===== config.mk =====
export PLATFORM = sky130hd
export DESIGN_NAME = seg7_capture
export DESIGN_NICKNAME = d
export VERILOG_FILES = /design/src/rtl/seg7_capture.sv
export SDC_FILE = /design/constraint.sdc
export NUM_CORES = 1
export LEC_CHECK = 0
export CORE_MARGIN = 2
export CORE_UTILIZATION = 40
export DETAILED_ROUTE_END_ITERATION = 6
export DONT_BUFFER_PORTS = 1
export PLACE_DENSITY_LB_ADDON = 0.3
export SLEW_MARGIN = 20
export SYNTH_ARGS = -nofsm -noshare
export SYNTH_HDL_FRONTEND = slang
export SYNTH_SLANG_ARGS = --single-unit

===== constraint.sdc =====
create_clock -name clk -period 3.5 [get_ports clk]
set_input_delay 0.525 -clock clk [delete_from_list [all_inputs] [get_ports clk]]
set_output_delay 0.525 -clock clk [all_outputs]
set_load 0.01 [all_outputs]

===== src/rtl/seg7_capture.sv =====
// Readback decoder for a multiplexed active-low 7-segment bus.
// Recovers the per-position hex value plus blank and error status.
module seg7_capture #(
    parameter int unsigned NUM_DIGITS    = 4,
    parameter int unsigned STABLE_CYCLES = 4
) (
    input  logic                    clk,
    input  logic                    reset_n,
    input  logic [6:0]              seg_n,
    input  logic [NUM_DIGITS-1:0]   an_n,
    input  logic                    clear_err,
    output logic [4*NUM_DIGITS-1:0] digits,
    output logic [NUM_DIGITS-1:0]   digit_valid,
    output logic [NUM_DIGITS-1:0]   digit_blank,
    output logic                    update,
    output logic [2:0]              update_idx,
    output logic                    pat_err,
    output logic                    sel_err
);

    localparam int unsigned SW = NUM_DIGITS + 7;
    localparam int unsigned CW = 8;

    typedef enum logic {
        ST_WAIT = 1'b0,
        ST_HELD = 1'b1
    } state_e;

    logic [SW-1:0]           meta_q, s_q;
    logic [CW-1:0]           cnt_q, cnt_d;
    state_e                  state_q, state_d;
    logic [4*NUM_DIGITS-1:0] digits_q, digits_d;
    logic [NUM_DIGITS-1:0]   valid_q, valid_d;
    logic [NUM_DIGITS-1:0]   blank_q, blank_d;
    logic                    update_q, update_d;
    logic [2:0]              idx_q, idx_d;
    logic                    pat_err_q, pat_err_d;
    logic                    sel_err_q, sel_err_d;

    logic [NUM_DIGITS-1:0]   an_s;
    logic [6:0]              seg_s;
    logic                    s_change;
    logic [3:0]              n_low;
    logic [2:0]              low_idx;
    logic [4:0]              dec;

    // Inverse of the hex encoder: {hit, value}
    function automatic logic [4:0] decode(input logic [6:0] seg);
        logic [4:0] r;
        case (seg)
            7'b1000000: r = {1'b1, 4'h0};
            7'b1111001: r = {1'b1, 4'h1};
            7'b0100100: r = {1'b1, 4'h2};
            7'b0110000: r = {1'b1, 4'h3};
            7'b0011001: r = {1'b1, 4'h4};
            7'b0010010: r = {1'b1, 4'h5};
            7'b0000010: r = {1'b1, 4'h6};
            7'b1111000: r = {1'b1, 4'h7};
            7'b0000000: r = {1'b1, 4'h8};
            7'b0010000: r = {1'b1, 4'h9};
            7'b0001000: r = {1'b1, 4'hA};
            7'b0000011: r = {1'b1, 4'hB};
            7'b1000110: r = {1'b1, 4'hC};
            7'b0100001: r = {1'b1, 4'hD};
            7'b0000110: r = {1'b1, 4'hE};
            7'b0001110: r = {1'b1, 4'hF};
            default:    r = 5'b0_0000;
        endcase
        return r;
    endfunction

    always_comb begin
        an_s      = s_q[SW-1:7];
        seg_s     = s_q[6:0];
        s_change  = (meta_q != s_q);
        dec       = decode(seg_s);
        n_low     = 4'd0;
        low_idx   = 3'd0;
        cnt_d     = cnt_q;
        state_d   = state_q;
        digits_d  = digits_q;
        valid_d   = valid_q;
        blank_d   = blank_q;
        update_d  = 1'b0;
        idx_d     = idx_q;
        pat_err_d = pat_err_q & ~clear_err;
        sel_err_d = sel_err_q & ~clear_err;

        for (int i = 0; i < int'(NUM_DIGITS); i++) begin
            if (!an_s[i]) begin
                n_low   = n_low + 4'd1;
                low_idx = 3'(i);
            end
        end

        // meta_q is the value s_q takes on this edge, so this compares new s against previous s
        if (s_change) begin
            cnt_d = '0;
        end else if (cnt_q < CW'(STABLE_CYCLES)) begin
            cnt_d = cnt_q + CW'(1);
        end

        if (state_q == ST_WAIT && cnt_q == CW'(STABLE_CYCLES - 1)) begin
            state_d = s_change ? ST_WAIT : ST_HELD;
            if (n_low > 4'd1) begin
                sel_err_d = 1'b1;
            end else if (n_low == 4'd1) begin
                update_d = 1'b1;
                idx_d    = low_idx;
                for (int i = 0; i < int'(NUM_DIGITS); i++) begin
                    if (!an_s[i]) begin
                        if (dec[4]) begin
                            digits_d[4*i +: 4] = dec[3:0];
                            valid_d[i]         = 1'b1;
                            blank_d[i]         = 1'b0;
                        end else if (seg_s == 7'b1111111) begin
                            valid_d[i] = 1'b0;
                            blank_d[i] = 1'b1;
                        end else begin
                            pat_err_d  = 1'b1;
                            valid_d[i] = 1'b0;
                            blank_d[i] = 1'b0;
                        end
                    end
                end
            end
        end else if (state_q == ST_HELD && s_change) begin
            state_d = ST_WAIT;
        end
    end

    always_ff @(posedge clk or negedge reset_n) begin
        if (!reset_n) begin
            meta_q    <= '1;
            s_q       <= '1;
            cnt_q     <= '0;
            state_q   <= ST_WAIT;
            digits_q  <= '0;
            valid_q   <= '0;
            blank_q   <= '0;
            update_q  <= 1'b0;
            idx_q     <= 3'd0;
            pat_err_q <= 1'b0;
            sel_err_q <= 1'b0;
        end else begin
            meta_q    <= {an_n, seg_n};
            s_q       <= meta_q;
            cnt_q     <= cnt_d;
            state_q   <= state_d;
            digits_q  <= digits_d;
            valid_q   <= valid_d;
            blank_q   <= blank_d;
            update_q  <= update_d;
            idx_q     <= idx_d;
            pat_err_q <= pat_err_d;
            sel_err_q <= sel_err_d;
        end
    end

    assign digits      = digits_q;
    assign digit_valid = valid_q;
    assign digit_blank = blank_q;
    assign update      = update_q;
    assign update_idx  = idx_q;
    assign pat_err     = pat_err_q;
    assign sel_err     = sel_err_q;

endmodule


## Yosys cells after proc, flatten, opt, wreduce, memory -nomap -nowiden

Cells that the tools add are included.

| word-level totals | value |
|---|---|
| register bits | 61 |
| input bits | 14 |
| logic and storage cells | 104 |

| operators by class | value |
|---|---|
| $add $sub $neg | 4 |
| order comparisons | 2 |
| eq/ne operators | 19 |
| muxes and demuxes | 36 |
| bitwise logic cells | 9 |
| reductions and logical operators | 14 |

Operators with widths:

| operator | count |
|---|---|
| $pmux W5 S16 | 1 |
| $eq A7 B7 Y1 const B | 5 |
| $mux W1 | 28 |
| $eq A7 B5 Y1 const B | 3 |
| $eq A7 B6 Y1 const B | 3 |
| $reduce_and A5 Y1 | 4 |
| $mux W8 | 2 |
| $reduce_and A4 Y1 | 4 |
| $eq A7 B2 Y1 const B | 2 |
| $eq A7 B4 Y1 const B | 2 |
| $add A4 B1 Y4 const B | 3 |
| $mux W4 | 3 |
| $ne A11 B11 Y1 | 1 |
| $add A8 B1 Y8 const B | 1 |
| $eq A8 B2 Y1 const B | 1 |
| $lt A8 B3 Y1 const B | 1 |
| $eq A7 B3 Y1 const B | 1 |
| $logic_not A7 Y1 | 1 |
| $not A1 Y1 | 7 |
| $mux W3 | 2 |
| $eq A4 B1 Y1 const B | 1 |
| $gt A4 B1 Y1 const B | 1 |
| $reduce_bool A2 Y1 | 2 |
| $reduce_and A3 Y1 | 1 |
| other kinds (2) | 4 |

## Depth between registers and ports, before layout

Gate-level depths: netlist of run 1.

| logic depth | value |
|---|---|
| depth in word-level cells | 17 |
| depth in mapped cells | 12 |
| mapped depth without buffers | 10 |

## Worst setup path after synthesis of run 1

No wires, ideal clock.

| timing | value |
|---|---|
| path type | register to register |
| from | reg s_q[8] |
| to | reg digits_q[4], in the netlist digits[4] |
| library setup time | 0.125 ns |
| data arrival time | 2.934 ns |
| data required time | 3.375 ns |
| setup slack | 0.441 ns |
| cell stages (with the launch flop) | 12 |
| buffers on the path | 1 |
| path through | dfstp_2 -> clkbuf_1 -> inv_1 -> ha_1 -> nand2b_1 -> and2_1 -> ha_1 -> nor2b_1 -> a31oi_1 -> nand4b_2 -> a311oi_2 -> mux2_2 |

| on the way | value |
|---|---|
| word-level cells in the longest chain between the ends | 8 |
| elaborated cells between the ends (all ways) | 10 |
| those cells by class | 2 x add/sub; 1 x order compare; 1 x eq/ne; 3 x mux; 2 x bitwise; 1 x reduce/logical |

Ends and longest elaborated chain:

| element | RTL line | source |
|---|---|---|
| start: declaration | 29 | `logic [SW-1:0] meta_q, s_q;` |
| start signal: assignment | 147 | `s_q <= meta_q;` |
| $mux W4 | 90 | `if (!an_s[i]) begin` |
| $add A4 B1 Y4 | 91 | `n_low = n_low + 4'd1;` |
| $mux W4 | 90 |  |
| $add A4 B1 Y4 | 91 |  |
| $mux W4 | 90 |  |
| $gt A4 B1 Y1 | 105 | `if (n_low > 4'd1) begin` |
| $not A1 Y1 (no line) | -- |  |
| $reduce_and A5 Y1 (no line) (*) | -- |  |
| end signal: assignment | 150 | `digits_q <= digits_d;` |
| end: declaration | 32 | `logic [4*NUM_DIGITS-1:0] digits_q, digits_d;` |

Every way passes the cells marked *; elsewhere a longest branch is shown, timed or not.
A chain may end at the register's enable or synchronous reset.

## Final worst setup path of run 1

| timing | value |
|---|---|
| from | reg s_q[7] |
| to | reg digits_q[4], in the netlist digits[4] |

| on the way | value |
|---|---|
| word-level cells in the longest chain between the ends | 10 |
| elaborated cells between the ends (all ways) | 11 |
| those cells by class | 3 x add/sub; 1 x order compare; 1 x eq/ne; 4 x mux; 1 x bitwise; 1 x reduce/logical |

Ends and longest elaborated chain:

| element | RTL line |
|---|---|
| $mux W1 (*) | 90 |
| $add A4 B1 Y4 | 91 |
| $mux W4 (*) | 90 |
| $add A4 B1 Y4 | 91 |
| $mux W4 (*) | 90 |
| $add A4 B1 Y4 | 91 |
| $mux W4 (*) | 90 |
| $gt A4 B1 Y1 | 105 |
| $not A1 Y1 (no line) | -- |
| $reduce_and A5 Y1 (no line) (*) | -- |

Marks and branches as above.

==> Flow_metrics.wiki, run 1 <==
{| class="wikitable"
! Metric !! Value
|-
| CTS max path bufs || 2
|-
| Class of the tightest hold or removal check || in -> async
|-
| Syn_area_per_cell || 11.4 um^2
|-
| Cell area after placement || 2890 um^2
|-
| Skew final || about 0.0094 ns
|-
| Number of distinct library cells after synthesis || 54
|-
| Total grt overflow || 0
|-
| Leakage || approximately 1.3 nW
|-
| Gate count after technology mapping || ~250
|-
| Critical path peak fanout || 10
|-
| Share of post-route cells with drive strength above 1 || roughly 22%
|-
| Sum of routed wire length over all layers || about 5800 um
|-
| Type of the setup path with the least slack || reg -> reg
|-
| Run status || completed
|-
| Initial antenna violation count || 0
|-
| Flip-flop and latch count after synthesis || 60
|-
| Antenna-violating nets left || 0
|-
| Asr flop ratio synth || 100%
|-
| Area of the core || approximately 6800 um^2
|-
| CP cell instances || inv_1 -> ha_1 -> nand2b_1 -> and2_1 -> ha_1 -> nor2b_1 -> a31oi_1 -> nand4b_2 -> a311oi_2 -> mux2_2
|-
| Capturing point of the worst reg2reg path || digits[4]
|-
| Bufs and invs on worst path || 1
|-
| Final clock period utilization by the worst path || about nine tenths
|-
| Slowest stage cell, crit path || dfstp_2
|-
| Worst path max stage delay || approximately 0.65 ns
|-
| Highest clock frequency the design can meet || approximately 320 MHz
|-
| Count of H-tree levels built during CTS || 3
|-
| Number of detailed-route iterations in the first pass || 4
|-
| Post-synthesis to final-layout area growth || 11.6%
|-
| Kind of cell with the highest combined delay on the critical path || simple AND/OR/NAND/NOR gates
|-
| Drt drc || 0
|-
| Transition time at the pin with the least slew margin || about 0.73 ns
|-
| Final Net Count || between 200 and 300
|-
| Initial cell density of the core || roughly 41%
|-
| Routability Congestion || 0.763
|-
| Final-report setup violation count || 0
|-
| DIE HEIGHT || around 88 um
|-
| Primary FF master, synth || dfrtp_1
|-
| Worst-Skew Late Latency || around 0.34 ns
|-
| Number of max-cap violations || 0
|-
| GRT Overall Usage || approximately 16%
|-
| Final max-slew violation count || 0
|-
| Pin count of the biggest net entering global routing || 39
|-
| Launch instance of the worst register-to-register path || s_q[7]
|-
| Average detailed-routed wire length per instance || roughly 17 um
|-
| Number of top-level pins || 44
|-
| Cell mode on critical path || ha_1
|-
| Number of clock buffers inserted by TritonCTS || 9
|-
| Number of global-route vias before repair || 1742
|-
| Sinks on Clock Net || 60
|-
| Required time worst endpoint || roughly 3.7 ns
|-
| Cells taking the most area after synthesis || dfrtp_1 34%, dfstp_2 20%, xnor2_1 4.7%, o21ai_0 2.7%, nand2b_1 2.4%
|-
| Synth cell count leaders || 38 x dfrtp_1, 22 x dfstp_2, 16 x inv_1
|-
| Placement Rows || 30
|-
| Share of the synthesized area in the top cell type || about 34%
|-
| Cell area after layout || around 3200 um^2
|-
| Post-Route Setup TNS || 0 ns
|-
| Crit path capture type || flip-flop
|-
| Most frequent cell after synthesis || dfrtp_1
|-
| Floorplan die width || around 88 um
|-
| Start point of the critical path || s_q[7]
|-
| Peak ir drop on the vdd network || slightly below 0.3 mV
|-
| Min cycle time layout || 3.09 ns
|-
| Synthesis warning total || 0
|-
| R2r setup slk || 0.41 ns
|-
| Data arrival, critical path || roughly 3.3 ns
|-
| # port buffers || 0
|-
| Final standard cell count with taps included and fillers excluded || approximately 350
|-
| CTS tree || done
|-
| HPWL after DPL || 4030 um
|-
| Worst reg-to-reg path cell count || 10
|-
| Root Driver || clkbuf_8
|-
| Total setup buffers inserted after CTS || 0
|-
| Clock slew seen by the registers of the worst setup and hold paths || roughly 0.070 ns
|-
| Final Hold Violating Endpoints || 0
|-
| Cell count after placement || around 330
|-
| Most area-hungry cell type in the Yosys netlist || dfrtp_1
|-
| Via density per instance || 5.26
|-
| Number of flops mapped to enable cells by yosys || 0
|-
| Global-route wire length before repair || 9280 um
|-
| Die area || between 7000 and 8000 um^2
|-
| Type of element launching the critical path || flip-flop
|-
| Setup repair after global routing missed its margin || no
|-
| Sequential area share after synthesis || between 50% and 60%
|-
| Final antenna diode count || 0
|-
| Net count after synthesis || 266
|-
| Power per cell area || between 400 and 500 nW/um^2
|-
| Post-synth design cell area || between 2000 and 3000 um^2
|-
| Routed vias || about 1800
|-
| Slew HR || 50.7%
|-
| DRT iter0 DRCs || 81
|}
## cells by family (layout without fill, tap and decap cells)
group | count (synthesis) | in the layout | share of synthesized area (%)
other cells | 1 | 1 | 0.133
buf+inv | 32 | 37 | 4.96
fa+ha+maj | 4 | 4 | 1.77
xor+xnor | 16 | 16 | 5.45
simple gates | 69 | 69 | 15.0
compound gates | 60 | 60 | 16.3
mux | 6 | 6 | 2.30
flops | 60 | 60 | 54.1
## final cells by class
type | instances | area [um^2]
Fill cell | 635 | 3680
Sequential cell | 60 | 1530
Multi-Input combinational cell | 156 | 1160
Clock buffer | 15 | 230
Tap cell | 96 | 120
Inverter | 16 | 60.1
Timing Repair Buffer | 5 | 52.6
Clock inverter | 1 | 5.00
## per-stage QoR
stage	util (%)	setup WS (ns)	hold slack [ns]	total power [mW]
6_report	46.2	0.409	0.0206	1.52
3_3_place_gp	42.3	0.509	0.231	0.825
4_1_cts	46.0	0.398	0.0161	1.54
2_1_floorplan	-	0.441	0.229	0.811
3_5_place_dp	42.3	0.413	0.231	0.826
5_1_grt	46.2	0.135	0.00390	1.59
## power breakdown
part / total (mW) / switching [mW] / internal (mW) / leakage, nW
clock: 0.693 / 0.268 / 0.425 / 0.121
combinational: 0.0775 / 0.0410 / 0.0364 / 0.452
sequential: 0.748 / 0.0301 / 0.718 / 0.763
## timing repair
action | in CTS | in global routing
resized for setup | 0 | 0
endpoints found under the hold margin | 38 | 1
hold buffers | 1 | 1
## routing by layer
layer	track usage [%]	vias to the layer above	part of all wire, %
met5	0	-	0
met4	5.79	0	1.6
met3	6.69	9	6.8
met2	23.5	51	43
met1	22.0	902	48
li1	-	874	-
## worst reg2reg max path: cells and delay by family, from the launching register on
kind | cells | cell delay [ns]
and+or+nand+nor | 4 | 0.71
DFF | 1 | 0.65
AOI/OAI and AO/OA | 2 | 0.65
adders and majority gates | 2 | 0.50
muxes | 1 | 0.38
buffers and inverters | 1 | 0.10
## registers in the layout, indices dropped and copies added (netlist names)
name and cells:
digits 16, meta_q 11, s_q 11, cnt_q 8, digit_blank 4, digit_valid 4
update_idx 2, pat_err 1, sel_err 1, state_q 1, update 1
## worst max path at each step
stage,depth (start not counted),to
6_report,10,digits[4]
5_1_grt,10,digits[4]
4_1_cts,10,digits[4]
3_5_place_dp,10,digits[4]
3_3_place_gp,10,digits[4]
2_1_floorplan,11,digits[4]
## cell usage in the layout (no fill, tap or decap), drive strengths merged, types with 2 or more instances in the layout
cell / n
a211oi: 5
nor4: 2
a21o: 4
o31ai: 2
o22ai: 9
clkbuf: 15
or3: 2
inv: 16
nand4: 3
mux2i: 2
mux2: 4
a21oi: 2
or2: 2
nor2b: 4
nand2b: 11
a211o: 4
dfstp: 22
ha: 4
xnor2: 15
nand4b: 2
and2: 10
dfrtp: 38
nor2: 5
o21a: 5
o21ai: 15
nand2: 8
buf: 4
nor3: 10
a311oi: 5
nand3: 4
a31oi: 3
No activity file was read; power rests on OpenSTA's default activity.
==> run 2, diff against run 1 <==
--- a/config.mk
+++ b/config.mk
@@ -6,10 +6,10 @@
 export NUM_CORES = 1
 export LEC_CHECK = 0
 export CORE_MARGIN = 2
-export CORE_UTILIZATION = 40
+export CORE_UTILIZATION = 53
 export DETAILED_ROUTE_END_ITERATION = 6
-export DONT_BUFFER_PORTS = 1
 export PLACE_DENSITY_LB_ADDON = 0.3
+export REMOVE_ABC_BUFFERS = 1
 export SLEW_MARGIN = 20
 export SYNTH_ARGS = -nofsm -noshare
 export SYNTH_HDL_FRONTEND = slang
==> Flow_metrics.wiki, run 2 (synthesis gave the netlist of run 1 again) <==
{| class="wikitable"
! Metric !! Value
|-
| Util after Layout || 67.5% (+21 points)
|-
| DIE HEIGHT || 77.0 um (-13%)
|-
| Sinks on Clock Net || 60 (unchanged)
|-
| Final max-slew violation count || 0 (unchanged)
|-
| Peak ir drop on the vdd network || 0.324 mV (+8.9%)
|-
| Number of detailed-route iterations in the first pass || 5 (+1)
|-
| Leading cell type in the layout, fill and taps excluded || clkdlybuf4s50_1
|-
| GRT Overall Usage || 21.4% (+5.2 points)
|-
| HPWL after DPL || 4120 um (+2.3%)
|-
| Leakage || 1.45 nW (+8.7%)
|-
| Initial antenna violation count || 0 (unchanged)
|-
| Final antenna diode count || 0 (unchanged)
|-
| Routability Congestion || 0.851 (+12%)
|-
| CTS tree || done
|-
| Count of H-tree levels built during CTS || 3 (unchanged)
|-
| Run status || completed
|-
| Worst-Skew Late Latency || 0.34 ns (about the same)
|-
| Critical path peak fanout || 11 (+1)
|-
| Min cycle time layout || 3.08 ns (-0.0122 ns)
|-
| Post-synthesis to final-layout area growth || 22.7%
|-
| Resized Gates After CTS || 0 (unchanged)
|-
| Post-CTS Hold Fix Bufs || 0 (-1)
|-
| Final-report setup violation count || 0 (unchanged)
|-
| Highest clock frequency the design can meet || 325 MHz (+0.40%)
|-
| Average detailed-routed wire length per instance || 15.8 um (-4.7%)
|-
| Drt drc || 0 (unchanged)
|-
| Floorplan die width || 77.0 um (-13%)
|-
| Final Net Count || 307 (+15%)
|-
| Transition time at the pin with the least slew margin || 0.744 ns (+0.0105 ns)
|-
| Routed vias || 2033 (+11%)
|-
| Class of the tightest hold or removal check || reg -> reg
|-
| Type of element launching the critical path || flip-flop
|-
| Clock slew seen by the registers of the worst setup and hold paths || 0.07 ns (about the same)
|-
| Die area || 5930 um^2 (-23%)
|-
| Via density per instance || 5.59 (+6.2%)
|-
| Pin count of the biggest net entering global routing || 42 (+7.7%)
|-
| Final standard cell count with taps included and fillers excluded || 364 (+4.3%)
|-
| Type of the setup path with the least slack || reg -> reg
|-
| Power per cell area || 410 nW/um^2 (-15%)
|-
| Final clock period utilization by the worst path || 88.0% (-0.35 points)
|-
| Number of global-route vias before repair || 1965 (+13%)
|-
| Crit path capture type || flip-flop
|-
| Antenna-violating nets left || 0 (unchanged)
|-
| Cell count after placement || 347 (+4.8%)
|-
| Area of the core || 5140 um^2 (-25%)
|-
| DRT iter0 DRCs || 221 (+170%)
|-
| CTS max path bufs || 2 (unchanged)
|-
| Skew final || 0.0135 ns (+0.00408 ns)
|-
| Number of max-cap violations || 0 (unchanged)
|-
| Initial cell density of the core || 55.0% (+14 points)
|-
| R2r setup slk || 0.42 ns (about the same)
|-
| Setup repair after global routing missed its margin || no
|-
| Data arrival, critical path || 3.31 ns (about the same)
|-
| Total grt overflow || 0 (unchanged)
|-
| Required time worst endpoint || 3.73 ns (about the same)
|-
| Top library cells by usage in the layout, fill and taps aside || 41 x clkdlybuf4s50_1, 38 x dfrtp_1, 22 x dfstp_2
|-
| Share of post-route cells with drive strength above 1 || 19.0% (-2.7 points)
|-
| Number of top-level pins || 44 (unchanged)
|-
| Root Driver || clkbuf_8
|-
| Number of clock buffers inserted by TritonCTS || 9 (unchanged)
|-
| Global-route wire length before repair || 9700 um (+4.5%)
|-
| Placement Rows || 26 (-13%)
|-
| Sum of routed wire length over all layers || 5740 um (-0.61%)
|-
| Post-Route Setup TNS || 0 ns (unchanged)
|-
| Slew HR || 50.0% (-0.71 points)
|-
| Final Hold Violating Endpoints || 0 (unchanged)
|-
| Flip-flop count of the largest register, all copies and words added || 16 (unchanged)
|-
| # port buffers || 42 (+42)
|}
run 2: cell type report:
class                   count  area (um^2)
inverters                  16         60.1
fillers                   412         1670
clock inverters             4         22.5
flip-flops and latches     60         1530
multi-input cells         156         1160
clock buffers              12          166
well taps                  70         87.6
repair buffers             46          445
run 2: power by group:
| part | total, mW | leakage, nW | switching [mW] | internal (mW) |
|---|---|---|---|---|
| Clock | 0.581 | 0.0973 | 0.265 | 0.315 |
| Sequential | 0.747 | 0.763 | 0.0291 | 0.718 |
| Combinational | 0.0929 | 0.592 | 0.0471 | 0.0458 |
| Total | 1.42 | 1.45 | 0.341 | 1.08 |
run 2: worst max-delay path, cell delays in order (launching register included):
cell      delay [ns]
dfstp_2         0.66
inv_1           0.09
ha_1            0.20
nand2b_1        0.15
and2_1          0.15
ha_1            0.27
nor2b_1         0.13
a31oi_1         0.25
nand4b_2        0.22
a311oi_2        0.46
mux2_2          0.38
run 2: timing repair:
item | 4_1_cts | 5_1_grt
endpoints found under the setup margin | 0 | 1
buffers inserted | 0 | 1
endpoints found under the hold margin | 0 | 0
run 2: layer usage:
layer	up-vias	GRT usage [%]	part of all wire (%)
li1	956	-	-
met1	993	28.4	44
met2	74	31.9	49
met3	10	7.06	6.3
met4	0	10.2	1.3
met5	-	0	0
run 2: stage by stage:
step	setup slack [ns]	hold WS (ns)	area [um^2]	power, mW
floorplan	0.501	0.229	2750	0.806
global placement	0.473	0.362	3270	0.849
detailed placement	0.357	0.365	3270	0.852
CTS	0.350	0.368	3460	1.44
global route	0.141	0.377	3470	1.48
finish	0.422	0.365	3470	1.42
run 2: path summary, 6_finish.rpt:
check,from,to,cells after the start
max reg2reg,s_q[8],digits[4],10
min in group asynchronous,reset_n,s_q[5],1
min,meta_q[1],s_q[1],0
max,s_q[8],digits[4],10
min reg2reg,meta_q[1],s_q[1],0
max in group asynchronous,reset_n,s_q[8],2
